`src/rtl/mips_pkg.sv`:
```
`default_nettype none
// ============================================================================
// Module      : mips_pkg
// Description : Shared Mini-MIPS definitions: load type codes, GPR indexing,
//               and sign/zero extension helpers.
// Revision    : 1.0 - initial release
// ============================================================================
package mips_pkg;

    localparam int GPR_IDX_W = 5;

    typedef logic [GPR_IDX_W-1:0] gpr_idx_t;

    localparam gpr_idx_t REGISTER_RZERO = 5'd0;

    // Load width/extension selector; codes 5..7 fall back to a full word.
    typedef enum logic [2:0] {
        LOAD_LW  = 3'd0,
        LOAD_LB  = 3'd1,
        LOAD_LBU = 3'd2,
        LOAD_LH  = 3'd3,
        LOAD_LHU = 3'd4
    } load_type_e;

    function automatic logic [31:0] extend8(input logic [7:0] value, input logic is_signed);
        return {{24{is_signed & value[7]}}, value};
    endfunction

    function automatic logic [31:0] extend16(input logic [15:0] value, input logic is_signed);
        return {{16{is_signed & value[15]}}, value};
    endfunction

endpackage
`default_nettype wire

```
`src/rtl/writeback_stage_if.sv`:
```
`default_nettype none
// ============================================================================
// Module      : writeback_stage_if
// Description : Memory-stage to writeback-stage bundle plus the register file
//               write port and debug outputs driven by the stage.
// Revision    : 1.0 - initial release
// ============================================================================
interface writeback_stage_if
    import mips_pkg::*;
#(
    parameter int RETIRE_W = 32
);
    logic                stall;
    logic                flush;
    logic                in_valid;
    logic                in_reg_write;
    logic                in_mem_to_reg;
    logic [2:0]          in_load_type;
    logic [1:0]          in_byte_offset;
    gpr_idx_t            in_dest_reg;
    logic [31:0]         in_alu_result;
    logic [31:0]         in_mem_data;
    gpr_idx_t            write_reg;
    logic [31:0]         write_data;
    logic                write_enable;
    logic                wb_valid;
    logic [RETIRE_W-1:0] retired_count;

    // Upstream side: memory stage / hazard unit.
    modport master (
        output stall, flush, in_valid, in_reg_write, in_mem_to_reg, in_load_type,
               in_byte_offset, in_dest_reg, in_alu_result, in_mem_data,
        input  write_reg, write_data, write_enable, wb_valid, retired_count
    );

    // The writeback stage itself.
    modport slave (
        input  stall, flush, in_valid, in_reg_write, in_mem_to_reg, in_load_type,
               in_byte_offset, in_dest_reg, in_alu_result, in_mem_data,
        output write_reg, write_data, write_enable, wb_valid, retired_count
    );
endinterface
`default_nettype wire

```
`src/rtl/writeback_stage_load_extract.sv`:
```
`default_nettype none
// ============================================================================
// Module      : load_extract
// Description : Combinational byte/halfword lane select and sign/zero extension
//               of a raw aligned memory word.
// Revision    : 1.0 - initial release
// ============================================================================
module load_extract
    import mips_pkg::*;
#(
    parameter bit BIG_ENDIAN = 1'b1
) (
    input  logic [31:0] mem_word,
    input  logic [1:0]  byte_offset,
    input  logic [2:0]  load_type,
    output logic [31:0] load_value
);
    logic [1:0]  w_byte_lane;
    logic        w_half_upper;
    logic [7:0]  w_byte;
    logic [15:0] w_half;

    // Lane numbers count from bits[7:0]; big-endian mirrors the offset.
    assign w_byte_lane  = BIG_ENDIAN ? ~byte_offset : byte_offset;
    assign w_half_upper = BIG_ENDIAN ? ~byte_offset[1] : byte_offset[1];
    assign w_byte       = mem_word[{w_byte_lane, 3'b000} +: 8];
    assign w_half       = w_half_upper ? mem_word[31:16] : mem_word[15:0];

    // Width select and extension; unknown codes behave as a full-word load.
    always_comb begin
        load_value = mem_word;
        case (load_type)
            LOAD_LB:  load_value = extend8(w_byte, 1'b1);
            LOAD_LBU: load_value = extend8(w_byte, 1'b0);
            LOAD_LH:  load_value = extend16(w_half, 1'b1);
            LOAD_LHU: load_value = extend16(w_half, 1'b0);
            default:  load_value = mem_word;
        endcase
    end
endmodule
`default_nettype wire

```
`src/rtl/writeback_stage.sv`:
```
`default_nettype none
// ============================================================================
// Module      : writeback_stage
// Description : MEM/WB pipeline register, writeback mux and retired-instruction
//               counter; drives the register file write port, which commits on
//               the negedge of the cycle the stage holds the instruction.
// Revision    : 1.0 - initial release
// ============================================================================
module writeback_stage
    import mips_pkg::*;
#(
    parameter bit BIG_ENDIAN = 1'b1,
    parameter int RETIRE_W   = 32
) (
    input  logic             clock,
    input  logic             reset,
    writeback_stage_if.slave wb
);
    localparam logic [RETIRE_W-1:0] c_retire_one = {{(RETIRE_W-1){1'b0}}, 1'b1};

    logic                r_valid;
    logic                r_reg_write;
    logic                r_mem_to_reg;
    logic [2:0]          r_load_type;
    logic [1:0]          r_byte_offset;
    gpr_idx_t            r_dest_reg;
    logic [31:0]         r_alu_result;
    logic [31:0]         r_mem_data;
    logic [RETIRE_W-1:0] r_retired_count;
    logic [31:0]         w_load_value;

    // Pipeline register: reset > flush > stall > capture. Flush only drops
    // the valid bit; the data fields are irrelevant once invalid.
    always_ff @(posedge clock) begin
        if (reset) begin
            r_valid         <= 1'b0;
            r_reg_write     <= 1'b0;
            r_mem_to_reg    <= 1'b0;
            r_load_type     <= 3'd0;
            r_byte_offset   <= 2'd0;
            r_dest_reg      <= REGISTER_RZERO;
            r_alu_result    <= 32'd0;
            r_mem_data      <= 32'd0;
            r_retired_count <= '0;
        end else if (wb.flush) begin
            r_valid <= 1'b0;
        end else if (!wb.stall) begin
            r_valid       <= wb.in_valid;
            r_reg_write   <= wb.in_reg_write;
            r_mem_to_reg  <= wb.in_mem_to_reg;
            r_load_type   <= wb.in_load_type;
            r_byte_offset <= wb.in_byte_offset;
            r_dest_reg    <= wb.in_dest_reg;
            r_alu_result  <= wb.in_alu_result;
            r_mem_data    <= wb.in_mem_data;
            if (wb.in_valid) begin
                r_retired_count <= r_retired_count + c_retire_one;
            end
        end
    end

    load_extract #(
        .BIG_ENDIAN (BIG_ENDIAN)
    ) u_load_extract (
        .mem_word    (r_mem_data),
        .byte_offset (r_byte_offset),
        .load_type   (r_load_type),
        .load_value  (w_load_value)
    );

    // Write port is built from registered fields only; $zero is never written.
    assign wb.write_reg     = r_dest_reg;
    assign wb.write_data    = r_mem_to_reg ? w_load_value : r_alu_result;
    assign wb.write_enable  = r_valid & r_reg_write & (r_dest_reg != REGISTER_RZERO);
    assign wb.wb_valid      = r_valid;
    assign wb.retired_count = r_retired_count;
endmodule
`default_nettype wire

```
`src/flat_wrapper.sv`:
```
// flat-port wrapper written by rule: the top's interface ports become plain ports
module writeback_stage_flat import mips_pkg::*;
#(
    parameter bit BIG_ENDIAN = 1'b1,
    parameter int RETIRE_W   = 32
)
  (clock, reset, wb_stall, wb_flush, wb_in_valid, wb_in_reg_write, wb_in_mem_to_reg, wb_in_load_type, wb_in_byte_offset, wb_in_dest_reg, wb_in_alu_result, wb_in_mem_data, wb_write_reg, wb_write_data, wb_write_enable, wb_wb_valid, wb_retired_count);
  writeback_stage_if #(.RETIRE_W(RETIRE_W)) wb_i ();
  input  logic clock;
  input  logic reset;
  input wire logic [$bits(wb_i.stall)-1:0] wb_stall;
  input wire logic [$bits(wb_i.flush)-1:0] wb_flush;
  input wire logic [$bits(wb_i.in_valid)-1:0] wb_in_valid;
  input wire logic [$bits(wb_i.in_reg_write)-1:0] wb_in_reg_write;
  input wire logic [$bits(wb_i.in_mem_to_reg)-1:0] wb_in_mem_to_reg;
  input wire logic [$bits(wb_i.in_load_type)-1:0] wb_in_load_type;
  input wire logic [$bits(wb_i.in_byte_offset)-1:0] wb_in_byte_offset;
  input wire logic [$bits(wb_i.in_dest_reg)-1:0] wb_in_dest_reg;
  input wire logic [$bits(wb_i.in_alu_result)-1:0] wb_in_alu_result;
  input wire logic [$bits(wb_i.in_mem_data)-1:0] wb_in_mem_data;
  output wire logic [$bits(wb_i.write_reg)-1:0] wb_write_reg;
  output wire logic [$bits(wb_i.write_data)-1:0] wb_write_data;
  output wire logic [$bits(wb_i.write_enable)-1:0] wb_write_enable;
  output wire logic [$bits(wb_i.wb_valid)-1:0] wb_wb_valid;
  output wire logic [$bits(wb_i.retired_count)-1:0] wb_retired_count;
  assign wb_i.stall = wb_stall;
  assign wb_i.flush = wb_flush;
  assign wb_i.in_valid = wb_in_valid;
  assign wb_i.in_reg_write = wb_in_reg_write;
  assign wb_i.in_mem_to_reg = wb_in_mem_to_reg;
  assign wb_i.in_load_type = wb_in_load_type;
  assign wb_i.in_byte_offset = wb_in_byte_offset;
  assign wb_i.in_dest_reg = wb_in_dest_reg;
  assign wb_i.in_alu_result = wb_in_alu_result;
  assign wb_i.in_mem_data = wb_in_mem_data;
  assign wb_write_reg = wb_i.write_reg;
  assign wb_write_data = wb_i.write_data;
  assign wb_write_enable = wb_i.write_enable;
  assign wb_wb_valid = wb_i.wb_valid;
  assign wb_retired_count = wb_i.retired_count;
  writeback_stage #(.BIG_ENDIAN(BIG_ENDIAN), .RETIRE_W(RETIRE_W)) u_core (.clock(clock), .reset(reset), .wb(wb_i));
endmodule
```
`config.mk`:
```
export PLATFORM = sky130hd
export DESIGN_NAME = writeback_stage_flat
export DESIGN_NICKNAME = d
export VERILOG_FILES = /design/src/rtl/mips_pkg.sv /design/src/rtl/writeback_stage_if.sv /design/src/rtl/writeback_stage_load_extract.sv /design/src/rtl/writeback_stage.sv /design/src/flat_wrapper.sv
export SDC_FILE = /design/constraint.sdc
export NUM_CORES = 1
export LEC_CHECK = 0
export CAP_MARGIN = 20
export CORE_ASPECT_RATIO = 1.5
export CORE_UTILIZATION = 48
export DETAILED_ROUTE_END_ITERATION = 8
export PLACE_DENSITY = 0.81
export SKIP_CTS_REPAIR_TIMING = 1
export SLEW_MARGIN = 25
export SYNTH_ARGS = -nofsm -noshare
export SYNTH_HDL_FRONTEND = slang
export SYNTH_SLANG_ARGS = --single-unit
```
`constraint.sdc`:
```
create_clock -name clock -period 2.9 [get_ports clock]
set_input_delay 0.435 -clock clock [delete_from_list [all_inputs] [get_ports clock]]
set_output_delay 0.435 -clock clock [all_outputs]
set_load 0.005 [all_outputs]
```
==> qor.yml, run 1 <==
outcome:
  outcome: "finished, final reports clean"
timing:
  whs_ns: 0.459
  finalMaxSlewViolations: 0
  worst-slew-pin-transition_ns: 0.762
  finalSetupViolations: 0
  period_needed_ns: 2.83
  max_freq_mhz: 353
  setup_ws_ns: 0.0697
  min_period_over_period_pct: 97.6
  relSlewSlack_pct: 49.2
  clock_skew_ns: 0.00372
  hold_viol: 0
cts:
  cts-root-buf: "clkbuf_16"
  insertion_delay_ns: 0.34
  cts_tree: "done"
  cts_sinks: 109
  path_clk_slew_ns: 0.07
  numCtsBuffers: 9
  htreeDepth: 3
  cts_buffer_depth: 2
drt:
  vias_per_cell: 5.70
  vias: 5493
  wl_per_cell_um: 16.6
  drc: 0
  drtIter0Drc: 425
  routed_wl_um: 16000
  drt_first_pass_iters: 7
  postRouteAntennaNets: 0
critical_path:
  cp_top_family: "buffers and inverters"
  crit_path_start_kind: "register"
  path_max_fanout: 15
  crit_type: "reg -> out"
  slowest_delay_ns: 0.47
  cp_slowest_cell: "clkdlybuf4s50_1"
  critPathArrivalTime_ns: 2.40
  cp_common_cell: "o21ai_0"
  path_cells: "buf_6 > clkinvlp_4 > o21ai_0 > a21oi_1 > buf_4 > a31oi_1 > o21ai_0 > clkdlybuf4s50_1"
  end_kind: "output pin"
  crit_required_ns: 2.47
  worst-path-buf-inv: 4
  cp-startpoint: "u_core.r_load_type[2]"
  r2r-start: "u_core.wb.retired_count[12]"
yosys:
  syn_inst: 677
  synth_cell_type_count: 50
  synth_edf_count: 0
  async_flop_share_pct: 0
  ys_seq_area_share_pct: 42.2
  synth_top_flop_cell: "dfxtp_1"
  syn-cell-area_um2: 5170
  synth_seq_cells: 109
  yosysWarnings: 0
  mappedNetlistNets: 759
  synth.avg_cell_area_um2: 7.64
floorplanning:
  initial_utilization_pct: 49.1
  pin_count: 152
  core_um2: 10500
  dieArea_um2: 11200
  row_count: 46
  die_h_um: 129
  die_width_um: 86.8
global_routing:
  grt_pass1_wl_um: 25600
  grt_pass1_vias: 5214
  grt_max_degree: 77
  antenna_found_initial: 0
  track_usage_pct: 29.3
  overflow: 0
pwr:
  leakagePower_nw: 2.55
  irDropWorstVdd_uv: 357
  power.density_nw_per_um2: 444
  finalPower_w: 0.00321
placed_design:
  numPortBuffers: 151
  hpwl_um: 11200
  routabilityCongestion: 0.900
  preCtsSetupSlack_ns: 0.200
layout:
  insertedDiodeCount: 0
  nFillCells: 879
  drive_above_1_share_pct: 8.91
  syn2layout_area_growth_pct: 39.7
  num-nets-final: 896
hold_path:
  hold_start: "u_core.r_alu_result[4]"
  hold_path.class: "reg -> reg"
job:
  maxCapViolCount: 0
final timing paths:
check / endpoint / cells past startpoint / slack, ns
max: wb_write_data[5] / 8 / 0.07
min: u_core.r_alu_result[4] / 2 / 0.46
max reg2reg: u_core.wb.retired_count[29] / 5 / 0.67
min reg2reg: u_core.r_alu_result[4] / 2 / 0.46
stage by stage:
step                      std cells  setup TNS, ns  instance area, um2  util, %
after detailed placement        943              0                6850     65.0
after CTS                       959          -2.98                7110     67.5
after global placement          943              0                6840     65.0
final                           963              0                7230     68.6
after floorplan                 677              0                5170        -
after global routing            963       -0.00410                7230     68.6
synthesized netlist by cell type (all sizes together), types with 7 or more instances:
cell type,n,area (um2)
nor3,15,75.1
nand3,15,75.1
a22oi,8,60.1
a221o,16,160
dfxtp,109,2180
nor2,54,203
xor2,14,123
nand2,169,634
inv,7,26.3
o21ai,17,85.1
a21oi,104,521
nor2b,7,43.8
xnor2,15,131
a221oi,8,70.1
nand4,10,62.6
clkbuf,42,158
buf,11,61.3
layout make-up:
type | instances | area, um2 | share of cell area (%)
clock buffer | 10 | 229 | 3.17
clock inverter | 6 | 38.8 | 0.537
inverter | 8 | 33.8 | 0.467
multi-input combinational | 507 | 2810 | 38.9
sequential | 109 | 2180 | 30.2
tap | 144 | 180 | 2.49
timing repair buffer | 179 | 1750 | 24.2
power breakdown:
group | total, W | switching [W] | internal [W]
registers | 0.00159 | 0.0000422 | 0.00155
logic | 0.000480 | 0.000222 | 0.000258
clock network | 0.00114 | 0.000554 | 0.000583
total | 0.00321 | 0.000818 | 0.00239
cell usage in the layout (no fill, tap or decap), types with 3 or more instances in the layout:
cell type / synthesis / routed
nand2_1: 169 / 169
clkdlybuf4s50_1: 0 / 148
dfxtp_1: 109 / 107
a21oi_1: 104 / 104
nor2_1: 54 / 51
buf_4: 0 / 25
a221o_1: 16 / 16
xnor2_1: 15 / 15
nand3_1: 15 / 15
o21ai_0: 16 / 14
nor3_1: 15 / 14
xor2_1: 14 / 14
nand4_1: 10 / 10
clkbuf_16: 0 / 9
nor2b_1: 7 / 7
a22oi_1: 8 / 7
inv_1: 7 / 6
a31oi_1: 6 / 5
nand3b_1: 5 / 5
o211ai_1: 5 / 5
a221oi_2: 0 / 4
a221oi_1: 8 / 4
mux2_2: 4 / 4
clkinv_2: 0 / 4
or3_1: 3 / 3
nor4_1: 3 / 3
cell families (layout without fill, tap and decap cells):
family	after synthesis	count (layout)	share of synthesized area [%]
AO/OA/AOI/OAI	172	172	20.1
buffers and inverters	61	203	4.81
AND/OR/NAND/NOR	297	297	25.6
XOR/XNOR	29	29	4.91
adder cells (fa/ha/maj)	1	1	0.242
flip-flops	109	109	42.2
multiplexers	8	8	2.13
worst reg2reg max path, stage by stage, from the launching register on:
cell and delay, ns:
dfxtp_1 0.43, nand4_1 0.30, or4_1 0.77, nor4_1 0.39
xnor2_1 0.16, nor2_1 0.05
routing by layer:
layer  part of all wire, %  vias to the layer above  track usage [%]  routed length, um
li1                      -                     2618                -                  -
met1                    40                     2583             33.9               6350
met2                    51                      246             52.0               8090
met3                   6.1                       46             5.67                979
met4                   3.6                        0             13.4                583
met5                     0                        -                0                  0
No activity file was read; power rests on OpenSTA's default activity.
==> run 2, diff against run 1 <==
--- a/config.mk
+++ b/config.mk
@@ -7,6 +7,7 @@
 export LEC_CHECK = 0
 export CAP_MARGIN = 20
 export CORE_ASPECT_RATIO = 1.5
+export CORE_MARGIN = 10
 export CORE_UTILIZATION = 48
 export DETAILED_ROUTE_END_ITERATION = 8
 export PLACE_DENSITY = 0.81
==> qor.yml, run 2 (synthesis gave the netlist of run 1 again) <==
drt:
  wl_per_cell_um: 18.4  # +11%
  vias: 5589  # +1.7%
  drc: 0  # unchanged
  routed_wl_um: 17700  # +11%
  drt_first_pass_iters: 6  # -1
  drtIter0Drc: 366  # -14%
  postRouteAntennaNets: 0  # unchanged
  vias_per_cell: 5.80  # +1.7%
floorplanning:
  die_width_um: 105  # +21%
  pin_count: 152  # unchanged
  dieArea_um2: 15400  # +38%
  initial_utilization_pct: 48.9  # -0.27 points
  die_h_um: 147  # +14%
  row_count: 46  # unchanged
  core_um2: 10600  # +0.55%
timing:
  worst-slew-pin-transition_ns: 0.757  # -0.00494 ns
  max_freq_mhz: 352  # -0.30%
  period_needed_ns: 2.84  # +0.00843 ns
  finalSetupViolations: 0  # unchanged
  setup_ws_ns: 0.0612  # -0.00843 ns
  relSlewSlack_pct: 49.5  # +0.33 points
  min_period_over_period_pct: 97.9  # +0.29 points
  finalMaxSlewViolations: 0  # unchanged
  clock_skew_ns: 0.00425  # +0.000536 ns
  hold_viol: 0  # unchanged
layout:
  layout_common_cells: "nand2_1 (168), clkdlybuf4s50_1 (148), dfxtp_1 (108)"
  num-nets-final: 897  # +0.11%
  insertedDiodeCount: 0  # unchanged
  layout.cells.non_filler: 963  # unchanged
  drive_above_1_share_pct: 8.67  # -0.24 points
  syn2layout_area_growth_pct: 40.4
  fin_util_pct: 68.6  # about the same
  fin_area_um2: 7260  # +0.47%
  final_common_cell: "nand2_1"
pwr:
  irDropWorstVdd_uv: 314  # -12%
  power.density_nw_per_um2: 457  # +3.1%
  leakagePower_nw: 2.57  # +0.71%
critical_path:
  path_cells: "mux4_2 > nor2_1 > a21oi_1 > and4_4 > a221o_1 > clkdlybuf4s50_1"
  cp_slowest_cell: "mux4_2"
  r2r_cells: 5  # unchanged
  crit_required_ns: 2.47  # about the same
  crit_path_start_kind: "register"
  end_kind: "output pin"
  slowest_delay_ns: 0.50  # +0.03 ns
  path_max_fanout: 8  # -7
  crit_type: "reg -> out"
  critPathArrivalTime_ns: 2.40  # about the same
cts:
  cts_tree: "done"
  cts-root-buf: "clkbuf_16"
  path_clk_slew_ns: 0.07  # about the same
  insertion_delay_ns: 0.35  # about the same
  cts_sinks: 109  # unchanged
  htreeDepth: 3  # unchanged
  numCtsBuffers: 9  # unchanged
  cts_buffer_depth: 2  # unchanged
global_routing:
  grt_max_degree: 77  # unchanged
  antenna_found_initial: 0  # unchanged
  overflow: 0  # unchanged
  grt_pass1_wl_um: 27100  # +6.0%
  track_usage_pct: 21.3  # -8.0 points
  grt_pass1_vias: 5248  # +0.65%
placed_design:
  preCtsSetupSlack_ns: 0.182  # -0.0178 ns
  place_inst: 942  # -0.11%
  hpwl_um: 12600  # +13%
  placed_area_um2: 6840  # -0.11%
  routabilityCongestion: 0.931  # +3.5%
  numPortBuffers: 151  # unchanged
hold_path:
  worstHoldPathCells: 2  # unchanged
  hold_path.class: "reg -> reg"
outcome:
  outcome: "finished, final reports clean"
job:
  maxCapViolCount: 0  # unchanged
run 2: layout make-up:
class	count	area (um2)
clock buffer	12	256
clock inverter	3	43.8
fill	931	3330
inverter	8	33.8
multi-input combinational	508	2820
sequential	109	2180
tap	144	180
timing repair buffer	179	1750
run 2: worst paths after layout:
| kind | from | end | slack, ns |
|---|---|---|---|
| hold reg to reg | u_core.r_alu_result[5] | u_core.r_alu_result[5] | 0.46 |
| setup reg to reg | u_core.wb.retired_count[13] | u_core.wb.retired_count[29] | 0.65 |
| hold / removal | u_core.r_alu_result[5] | u_core.r_alu_result[5] | 0.46 |
| setup / recovery | u_core.r_mem_data[31] | wb_write_data[24] | 0.06 |
run 2: where the power goes:
group	total [W]	internal (W)	switching (W)
combinational	0.000485	0.000257	0.000228
clock	0.00125	0.000714	0.000532
sequential	0.00159	0.00155	0.0000426
run 2: critical path: cells and delay by family, from the launching register on:
family	cells	cell delay, ns
buffers and inverters	1	0.46
multiplexers	1	0.50
flip-flops	1	0.38
AND/OR/NAND/NOR	2	0.35
AO/OA/AOI/OAI	2	0.36
run 2: per-layer routing:
layer | routed length, um | GRT usage, % | up-vias
met5 | 0 | 0 | -
met4 | 898 | 10.1 | 0
met3 | 1250 | 4.68 | 65
met2 | 9180 | 38.1 | 277
met1 | 6410 | 23.3 | 2617
li1 | - | - | 2630
run 2: through the flow:
step	total power, W	setup TNS [ns]	hold slack (ns)
2_1_floorplan	0.00182	0	0.432
3_3_place_gp	0.00207	0	0.442
3_5_place_dp	0.00208	0	0.447
4_1_cts	0.00332	-3.03	0.457
5_1_grt	0.00344	-0.00196	0.475
6_report	0.00332	0	0.455
